$ cat config.mk
export PLATFORM = sky130hd
export DESIGN_NAME = fp_mul_sched
export DESIGN_NICKNAME = d
export VERILOG_FILES = /design/src/rtl/fp_mul_pkg.sv /design/src/rtl/fp_quant.sv /design/src/rtl/fp_mul_sched.sv
export SDC_FILE = /design/constraint.sdc
export NUM_CORES = 1
export LEC_CHECK = 0
export CAP_MARGIN = 5
export CORE_MARGIN = 4
export CORE_UTILIZATION = 41
export CTS_CLUSTER_SIZE = 10
export DETAILED_ROUTE_END_ITERATION = 8
export DONT_BUFFER_PORTS = 1
export GPL_ROUTABILITY_DRIVEN = 1
export HOLD_SLACK_MARGIN = 0.1
export PLACE_DENSITY = 0.62
export SLEW_MARGIN = 5
export SYNTH_ARGS = -nofsm -noshare
export SYNTH_HDL_FRONTEND = slang
export SYNTH_SLANG_ARGS = --single-unit
$ cat constraint.sdc
create_clock -name i_clock -period 5.36 [get_ports i_clock]
set_clock_uncertainty 0.15 [all_clocks]
set_input_delay 0.536 -clock i_clock [delete_from_list [all_inputs] [get_ports i_clock]]
set_output_delay 0.536 -clock i_clock [all_outputs]
set_load 0.01 [all_outputs]
$ cat src/rtl/fp_mul_pkg.sv
// Shared definitions for the fixed-point multiplier scheduler: quantization
// mode encodings and width helpers for the full-resolution product.
package fp_mul_pkg;

   typedef enum logic [1:0] {
      MODE_TRUNC_WRAP = 2'b00,
      MODE_TRUNC_SAT  = 2'b01,
      MODE_ROUND_SAT  = 2'b10,
      MODE_ROUND_WRAP = 2'b11
   } quant_mode_e;

   function automatic int clog2(input int n);
      int r;
      r = 0;
      while ((1 << r) < n) r++;
      return r;
   endfunction

   function automatic int prod_w(input int nb_a, input int nb_b);
      return nb_a + nb_b;
   endfunction

   function automatic int prod_f(input int nbf_a, input int nbf_b);
      return nbf_a + nbf_b;
   endfunction

   function automatic logic mode_rounds(input quant_mode_e m);
      return (m == MODE_ROUND_SAT) || (m == MODE_ROUND_WRAP);
   endfunction

   function automatic logic mode_sats(input quant_mode_e m);
      return (m == MODE_TRUNC_SAT) || (m == MODE_ROUND_SAT);
   endfunction

endpackage

$ cat src/rtl/fp_quant.sv
// Combinational quantizer: reduces the full-resolution signed product to
// NB_OUT/NBF_OUT with truncate or round-half-up, and saturate or wrap.
module fp_quant
   import fp_mul_pkg::*;
#(
   parameter int NB_A    = 16,
   parameter int NBF_A   = 14,
   parameter int NB_B    = 12,
   parameter int NBF_B   = 11,
   parameter int NB_OUT  = 12,
   parameter int NBF_OUT = 11
) (
   input  logic [prod_w(NB_A, NB_B)-1:0] prod,
   input  logic [1:0]                    mode,
   output logic [NB_OUT-1:0]             data,
   output logic                          sat
);

   localparam int PW = prod_w(NB_A, NB_B);
   localparam int D  = prod_f(NBF_A, NBF_B) - NBF_OUT;
   localparam logic [PW:0] ONE = 1;

   logic signed [PW:0] half;
   logic signed [PW:0] ext;
   logic signed [PW:0] biased;
   logic signed [PW:0] shifted;
   logic               use_round;
   logic               use_sat;
   logic               overflow;

   generate
      if (D > 0) begin : g_half
         assign half = ONE << (D - 1);
      end else begin : g_no_half
         assign half = '0;
      end
   endgenerate

   assign use_round = mode_rounds(quant_mode_e'(mode));
   assign use_sat   = mode_sats(quant_mode_e'(mode));

   always_comb begin
      ext      = {prod[PW-1], prod};
      biased   = use_round ? ext + half : ext;
      shifted  = biased >>> D;
      // The result fits only if every bit above it matches its sign bit.
      overflow = !((&shifted[PW:NB_OUT-1]) || !(|shifted[PW:NB_OUT-1]));
      data     = shifted[NB_OUT-1:0];
      sat      = 1'b0;
      if (use_sat && overflow) begin
         sat  = 1'b1;
         data = shifted[PW] ? {1'b1, {(NB_OUT-1){1'b0}}} : {1'b0, {(NB_OUT-1){1'b1}}};
      end
   end

endmodule

$ cat src/rtl/fp_mul_sched.sv
// Round-robin scheduler sharing one signed fixed-point multiplier among
// N_REQ requesters through a grant / multiply / quantize pipeline.
module fp_mul_sched
   import fp_mul_pkg::*;
#(
   parameter int N_REQ   = 4,
   parameter int NB_A    = 16,
   parameter int NBF_A   = 14,
   parameter int NB_B    = 12,
   parameter int NBF_B   = 11,
   parameter int NB_OUT  = 12,
   parameter int NBF_OUT = 11
) (
   input  logic                    i_clock,
   input  logic                    i_reset,
   input  logic [N_REQ-1:0]        i_req_valid,
   output logic [N_REQ-1:0]        o_req_ready,
   input  logic [N_REQ*NB_A-1:0]   i_req_a,
   input  logic [N_REQ*NB_B-1:0]   i_req_b,
   input  logic [N_REQ*2-1:0]      i_req_mode,
   output logic                    o_rsp_valid,
   input  logic                    i_rsp_ready,
   output logic [clog2(N_REQ)-1:0] o_rsp_id,
   output logic [NB_OUT-1:0]       o_rsp_data,
   output logic                    o_rsp_sat,
   output logic                    o_busy
);

   localparam int ID_W = clog2(N_REQ);
   localparam int PW   = prod_w(NB_A, NB_B);

   logic [ID_W-1:0]   ptr;
   logic [ID_W-1:0]   grant_id;
   logic [ID_W-1:0]   idx;
   logic              grant_any;
   logic              advance;
   logic              transfer;
   logic [NB_A-1:0]   sel_a;
   logic [NB_B-1:0]   sel_b;
   logic [1:0]        sel_mode;

   logic              s1_valid;
   logic [NB_A-1:0]   s1_a;
   logic [NB_B-1:0]   s1_b;
   logic [1:0]        s1_mode;
   logic [ID_W-1:0]   s1_id;
   logic              s2_valid;
   logic [PW-1:0]     s2_prod;
   logic [1:0]        s2_mode;
   logic [ID_W-1:0]   s2_id;
   logic [PW-1:0]     a_ext;
   logic [PW-1:0]     b_ext;
   logic [NB_OUT-1:0] q_data;
   logic              q_sat;

   assign advance = !o_rsp_valid || i_rsp_ready;

   // Search starts one past the last winner so every requester gets a turn.
   always_comb begin
      grant_any = 1'b0;
      grant_id  = '0;
      idx       = '0;
      for (int k = 1; k <= N_REQ; k++) begin
         idx = ID_W'((int'(ptr) + k) % N_REQ);
         if (!grant_any && i_req_valid[idx]) begin
            grant_any = 1'b1;
            grant_id  = idx;
         end
      end
   end

   generate
      for (genvar gi = 0; gi < N_REQ; gi++) begin : g_ready
         assign o_req_ready[gi] = advance && grant_any && (grant_id == ID_W'(gi));
      end
   endgenerate

   assign transfer = |o_req_ready;

   always_comb begin
      sel_a    = '0;
      sel_b    = '0;
      sel_mode = '0;
      for (int i = 0; i < N_REQ; i++) begin
         if (grant_id == ID_W'(i)) begin
            sel_a    = i_req_a[i*NB_A +: NB_A];
            sel_b    = i_req_b[i*NB_B +: NB_B];
            sel_mode = i_req_mode[i*2 +: 2];
         end
      end
   end

   // Both operands sign-extended to the product width, so the low PW bits are the signed product.
   assign a_ext = {{NB_B{s1_a[NB_A-1]}}, s1_a};
   assign b_ext = {{NB_A{s1_b[NB_B-1]}}, s1_b};

   fp_quant #(
      .NB_A    (NB_A),
      .NBF_A   (NBF_A),
      .NB_B    (NB_B),
      .NBF_B   (NBF_B),
      .NB_OUT  (NB_OUT),
      .NBF_OUT (NBF_OUT)
   ) u_quant (
      .prod (s2_prod),
      .mode (s2_mode),
      .data (q_data),
      .sat  (q_sat)
   );

   always_ff @(posedge i_clock or posedge i_reset) begin
      if (i_reset) begin
         ptr         <= ID_W'(N_REQ - 1);
         s1_valid    <= 1'b0;
         s1_a        <= '0;
         s1_b        <= '0;
         s1_mode     <= '0;
         s1_id       <= '0;
         s2_valid    <= 1'b0;
         s2_prod     <= '0;
         s2_mode     <= '0;
         s2_id       <= '0;
         o_rsp_valid <= 1'b0;
         o_rsp_id    <= '0;
         o_rsp_data  <= '0;
         o_rsp_sat   <= 1'b0;
      end else begin
         if (transfer) ptr <= grant_id;
         if (advance) begin
            s1_valid    <= transfer;
            s1_a        <= sel_a;
            s1_b        <= sel_b;
            s1_mode     <= sel_mode;
            s1_id       <= grant_id;
            s2_valid    <= s1_valid;
            s2_prod     <= a_ext * b_ext;
            s2_mode     <= s1_mode;
            s2_id       <= s1_id;
            o_rsp_valid <= s2_valid;
            o_rsp_id    <= s2_id;
            o_rsp_data  <= q_data;
            o_rsp_sat   <= q_sat;
         end
      end
   end

   assign o_busy = s1_valid || s2_valid || o_rsp_valid;

endmodule

# After elaboration in Yosys (flattened, before gate mapping)
# Index checks and enable logic that the tools add are counted.
op_classes:
  n_addsub: 5
  mul: 1
  n_div: 0
  order_cmp: 4
  n_eq_ne: 6
  shifts: 0
  muxes: 32
  bitwise_logic: 0
  reduce_logical: 25
op_table:
  columns: ["op", "count"]
  rows:
  - ["12-bit two-way mux", 6]
  - ["16-bit two-way mux", 4]
  - ["28-bit by 15-bit adder with 29-bit output, second input constant", 1]
  - ["29-bit two-way mux", 1]
  - ["16-bit by 12-bit multiplier with 28-bit output", 1]
  - ["2-bit two-way mux", 8]
  - ["2-bit by 3-bit < comparator with 1-bit output, second input constant", 4]
  - ["1-bit logical AND", 9]
  - ["1-bit two-way mux", 9]
  - ["1-bit binary-select mux with 2-bit select", 4]
  - ["2-bit == test, second input constant", 4]
  - ["4-bit OR reduction", 2]
  - ["1-bit logical NOT", 6]
  - ["1-bit logical OR", 6]
  - ["2-bit by 1-bit adder with 2-bit output, second input constant", 2]
  - ["2-bit adder, second input constant", 2]
  - ["2-bit by 1-bit == test with 1-bit output, second input constant", 2]
  - ["4-bit AND reduction", 1]
  - ["2-bit logical NOT", 1]
totals:
  ff_bits: 84
  latch_bits: 0
  ramBits: 0
  mem_bits_ro: 0
  word_cells: 87
  n_memories: 0

# Longest topological paths before layout
# Gate-level depths: netlist of run 1.
depth:
  word_depth: 18
  ltp_mapped: 21

# Hierarchy
# Synthesis of run 1 repeated with hierarchy kept, for this count alone.
unflattened:
  hier_cells: 1450
  hier_area_um2: 11843.9
modules_own_cells:
  columns: ["module", "instances", "cells_per_inst", "area_each_um2", "seq_area_each_um2"]
  rows:
  - ["fp_mul_sched", 1, 1354, 11094.4, 2104.5]
  - ["fp_quant", 1, 96, 749.5, 0.0]

# Worst setup path after synthesis of run 1
# OpenSTA, ideal clock, no wires.
synth_timing:
  path_type: "reg-to-reg"
  startpoint: "register s1_b[3]"
  endpoint: "register s2_prod[24]"
  setup_time_ns: 0.090
  t_arrival_ns: 5.363
  path_slack_ns: -0.243
  path_stages_with_launch: 19
  path_buffers: 2
  path_cell_list: "dfrtp_1 > clkbuf_1 > clkbuf_1 > nand2_1 > fa_1 > fa_1 > inv_1 > fa_1 > fa_1 > inv_1 > fa_1 > inv_1 > ha_1 > nand2_1 > or3_1 > o211ai_1 > a31oi_1 > or4b_1 > o2111ai_1"
synth_via:
  elab_chain_len: 1
synth_rtl:
  columns: ["item", "line_no", "source"]
  rows:
  - ["start, declared", "fp_mul_sched.sv:44", "logic [NB_B-1:0] s1_b;"]
  - ["start signal, assigned", "fp_mul_sched.sv:132", "s1_b <= sel_b;"]
  - ["16-bit by 12-bit multiplier with 28-bit output", "fp_mul_sched.sv:136", "s2_prod <= a_ext * b_ext;"]
  - ["end signal, assigned", "fp_mul_sched.sv:136", null]
  - ["end, declared", "fp_mul_sched.sv:48", "logic [PW-1:0] s2_prod;"]
# No other way between the ends.
# A chain may end at the register's enable or synchronous reset.

# Worst setup path after layout of run 1
layout_timing:
  startpoint: "register s1_b[1]"
  endpoint: "register s2_prod[24]"
# Same word-level chain as after synthesis.

==> impl_metrics.ini, run 1 <==
[layout]
fillCellCount = 2446
fin_nets = 1667
diodes = 0
multi_input_area_sq_um = 8290
area_growth_pct = 18.7
design_area_sq_um = 12800
final_layout_size_suffix_gt1_share_pct = 20.7
regArea_sq_um = 1800

[logic_synthesis]
netlist_area_sq_um = 10800
syn_nets = 1588
yosysTopAreaCell = fa_1
yosysSeqAreaShare_pct = 16.5
ys_top_cells_by_count = 231 x nand2_1, 223 x inv_1, 176 x fa_1
synth_ff_type = dfrtp_1
netlist_top_cells_area = fa_1 33%, dfrtp_1 16%, nand2_1 8.0%
yosys_warnings = 0
synth_top_area_share_pct = 32.7
async_reset_ff_share_pct = 100
ys_types = 53
avgSynthCellArea_sq_um = 8.80
ys_ff_latch = 71
synth.most_common_cell = nand2_1
synth_edf_count = 0
netlist_instances = 1226

[drt]
drt_pass1_iterations = 5
drtIter0Drc = 386
detail_route.wl_per_cell_microns = 17.1
vias = 8401
routed_via_density = 5.11
drt_wl_total_mm = 28.1
antenna_left = 0
drc = 0

[setup_path]
worstSetupPathType = register to register
timing.critical_path.buf_inv = 8
crit_top_cell = fa_1
crit_path_end_kind = register
worst_path_max_delay_cell = fa_1
arrival_ns = 5.50
start_kind = register
crit_family = adder cells
cp_cell_sequence = buf_12, and2_4, fa_1, inv_2, fa_1, fa_1, inv_2, fa_1, inv_1, fa_1, inv_2, ha_4, and4_4, o311ai_4, buf_6, buf_4, nor2b_4, buf_4, o311ai_0, o2111ai_2
path_max_fanout = 7
cp.required_ns = 5.41
cp_slowest_stage_delay_ns = 0.53

[sta]
worst_pin_slew_ns = 1.08
setup_ws_ns = -0.0944
slew_viol_final = 0
finalHoldViolCount = 0
rsz0062_at_grt = true
setup_viol = 3
min_period_over_period_pct = 102
fmax_ghz = 0.183
timing.slew.headroom_pct = 28.1
finalWorstPathRequiredPeriod_ns = 5.45

[clocking]
holdBufCountCts = 0
clock-root-buffer = clkbuf_16
numCtsBuffers = 9
cts_tree = done
cts-htree-levels = 3
clockBufferDepth = 2
clkTransAtPathRegs_ns = 0.07
clock_latency_ns = 0.35
cts.sinks = 71

[placed_design]
post_dp_cell_area_sq_um = 11900
preCtsSetupSlack_ns = -0.358
gp_congestion = 0.851
place_hpwl_mm = 22.0
numPortBuffers = 0

[floorplan]
dieArea_sq_um = 29000
initial_core_util_pct = 41.5
die_w_microns = 170
io_pins = 148
fp.dieH_microns = 170
row_count = 59
core_area_sq_um = 26000

[global_route]
gr-total-overflow = 0
grt_use_met1_pct = 25.0
grt-busiest-layer = met2
met2_usage_pct = 36.1
antenna_found_initial = 0
grt_pass1_wl_mm = 45.7
grt_max_degree = 72
grt_pass1_vias = 9011
use_met3_pct = 2.72
grtUsageTotal_pct = 19.9

[run_status]
status = finished with violations
violations = setup timing

[run]
cap_violations = 0

[hold_path]
hp-class = input port to async pin
[cells in the final DEF, fill, tap and decap left out, drive strengths merged, types with 4 or more instances in the layout]
master    n
a31oi     6
mux2i    32
buf     133
a21oi    27
and2     57
xnor2    18
fa      176
ha       59
o21ai    79
o211ai    5
dfrtp    69
o31ai     4
nand3     5
mux2     31
nand2b   11
a311oi   11
nand4     4
a21o      4
nor3      7
xor2     15
clkbuf   13
nor2     45
or3       5
inv     223
nand2   231
[logic make-up (layout without fill, tap and decap cells)]
group                      after synthesis  after routing  synth area share, %
DFF                                     71             71                 16.5
muxes                                   63             63                 6.20
adders and majority gates              235            235                 39.5
xor gates and xnor gates                33             33                 2.68
buffers and inverters                  289            372                 10.2
AOI/OAI and AO/OA                      153            153                 8.84
and+or+nand+nor                        382            382                 16.1
[worst paths after layout]
| kind | startpoint | endpoint | slack (ns) | depth (start not counted) |
|---|---|---|---|---|
| max in group asynchronous | i_reset | s1_a[8] | 4.17 | 2 |
| min in group i_clock | i_req_valid[3] | s1_valid | 0.29 | 2 |
| setup reg to reg | s1_b[1] | s2_prod[24] | -0.09 | 20 |
| hold reg to reg | s2_id[0] | s2_id[0] | 0.32 | 2 |
| hold / removal | i_reset | s2_id[0] | 0.22 | 2 |
| setup / recovery | s1_b[1] | s2_prod[24] | -0.09 | 20 |
[cell type report]
cell class	count	area share [%]
clock buffers	12	1.92
clock inverters	3	0.156
inverters	223	6.53
multi-input cells	866	64.7
flip-flops and latches	71	14.0
well taps	335	3.27
repair buffers	134	9.35
[sequential cells by signal (all words and copies together) (netlist names)]
signal	cells
o_rsp_data	12
o_rsp_id	2
o_rsp_sat	1
o_rsp_valid	1
ptr	2
s1_a	16
s1_b	12
s1_id	2
s1_mode	2
s1_valid	1
s2_id	2
s2_mode	2
s2_prod	15
s2_valid	1
[routing by layer]
metal	up-vias	part of all wire (%)	wire, microns
li1	3948	-	-
met1	4166	41	11500
met2	259	52	14700
met3	28	4.8	1350
met4	0	2.1	578
met5	-	0	0
[repair_timing]
item	in CTS	in global routing
pin swaps	18	44
gates resized for setup	34	66
setup buffers	25	11
endpoints found under the hold margin	0	0
endpoints found under the setup margin	14	14
[per-stage QoR]
step	util (%)	cells	TNS (ns)	hold WS [ns]
2_1_floorplan	-	1226	0	0.289
3_3_place_gp	45.6	1594	-1.87	0.305
3_5_place_dp	45.6	1594	-2.74	0.304
4_1_cts	47.8	1634	-0.304	0.244
5_1_grt	49.3	1644	-1.68	0.272
6_report	49.3	1644	-0.126	0.223
Power of run 1 is left out: the tool's default activity adds up to more than one toggle a clock period on the data nets, which glitch-free logic cannot reach.
==> run 2, diff against run 1 <==
Settings changed: CTS_BUF_LIST from default to sky130_fd_sc_hd__clkbuf_4 sky130_fd_sc_hd__clkbuf_8.
==> impl_metrics.ini, run 2 (synthesis results as in run 1) <==
[clocking]
numCtsBuffers = 9
cts.sinks = 71
cts_tree = done
clockBufferDepth = 2
clock_latency_ns = 0.38
cts-htree-levels = 3
clkTransAtPathRegs_ns = 0.10
clock-root-buffer = clkbuf_8

[layout]
fin_nets = 1671
regMostFlops = s1_a
diodes = 0
reg_top3 = s1_a x16, s2_prod x15
design_area_sq_um = 12800
final_common_cell = nand2_1
final_layout_size_suffix_gt1_share_pct = 22.2
area_growth_pct = 18.7
most-common-layout-cells = 226 x nand2_1, 210 x inv_1, 165 x fa_1
largest_reg_flops = 16

[floorplan]
core_area_sq_um = 26000
io_pins = 148
fp.dieH_microns = 170
dieArea_sq_um = 29000
initial_core_util_pct = 41.5
die_w_microns = 170
row_count = 59

[drt]
vias = 8418
detail_route.wl_per_cell_microns = 17.1
drc = 0
drt_wl_total_mm = 28.2
routed_via_density = 5.11
antenna_left = 0
drtIter0Drc = 371
drt_pass1_iterations = 5

[sta]
fmax_ghz = 0.185
worst_pin_slew_ns = 1.08
rsz0062_at_grt = true
worst_hold_slack_ns = 0.180
finalSetupTns_ns = -0.0463
min_period_over_period_pct = 101
finalHoldViolCount = 0
timing.slew.headroom_pct = 27.7
slew_viol_final = 0
setup_viol = 1
finalWorstPathRequiredPeriod_ns = 5.41
setup_ws_ns = -0.0463

[setup_path]
arrival_ns = 5.57
r2r_setup_slack_ns = -0.05
cp.required_ns = 5.52
timing.critical_path.buf_inv = 5
crit_path_end_kind = register
start_kind = register
regToRegStartpoint = s1_a[5]
cp_cell_sequence = buf_12, and2_4, fa_1, inv_2, fa_1, inv_2, fa_1, fa_1, inv_1, fa_2, inv_2, ha_4, and4_4, o311ai_4, o211ai_1, a31oi_1, or4b_1, o2111ai_2
worstSetupPathType = register to register
worst_path_max_delay_cell = fa_1
crit_top_cell = fa_1
path_max_fanout = 5
cp_slowest_stage_delay_ns = 0.55
startpoint = s1_a[5]
crit_family = adder cells

[placed_design]
post_dp_cell_area_sq_um = 11900
gp_congestion = 0.851
numPortBuffers = 0
preCtsSetupSlack_ns = -0.358
place_hpwl_mm = 22.0

[run_status]
violations = setup timing
status = finished with violations

[global_route]
gr-total-overflow = 0
grt_pass1_vias = 9005
grt_pass1_wl_mm = 45.2
grtUsageTotal_pct = 19.6
grt_max_degree = 72
antenna_found_initial = 2

[hold_path]
hp-class = input port to async pin

[run]
cap_violations = 0
[run 2: cell count changes in the layout (fill, tap and decap cells not counted), sizes merged]
| cell | change |
|---|---|
| clkbuf | +2 |
| buf | +2 |
[run 2: layout make-up]
| cell class | instances | area, sq um |
|---|---|---|
| Tap cell | 335 | 419 |
| Multi-Input combinational cell | 866 | 8310 |
| Fill cell | 2436 | 13200 |
| Clock inverter | 3 | 20.0 |
| Clock buffer | 12 | 153 |
| Timing Repair Buffer | 138 | 1270 |
| Inverter | 223 | 837 |
| Sequential cell | 71 | 1800 |
[run 2: metal layers]
metal | GRT usage (%) | vias to the layer above | share of wire [%]
met5 | 0 | - | 0.074
li1 | - | 3961 | -
met1 | 24.2 | 4148 | 40
met3 | 3.81 | 51 | 5.6
met2 | 34.9 | 254 | 51
met4 | 6.11 | 4 | 3.3
[run 2: what timing repair did]
| item | in CTS | in global routing |
|---|---|---|
| hold buffers | 0 | 0 |
| resized for setup | 44 | 76 |
| setup buffers | 20 | 19 |
| gates cloned | 0 | 2 |
| endpoints found under the hold margin | 0 | 0 |
| pin swaps | 19 | 40 |
| setup endpoints to repair | 14 | 14 |
[run 2: final timing paths]
kind | end | depth (start not counted)
max | s2_prod[24] | 18
min | o_rsp_data[11] | 2
max reg2reg | s2_prod[24] | 18
min reg2reg | s2_mode[1] | 2
max in group asynchronous | s1_a[5] | 2
min in group i_clock | s1_valid | 2
[run 2: through the flow]
step / utilization [%] / cells
after floorplan: - / 1226
after global placement: 45.6 / 1594
after detailed placement: 45.6 / 1594
after CTS: 47.4 / 1628
after global routing: 49.3 / 1648
final: 49.3 / 1648
Power of run 2 is left out for the same reason.
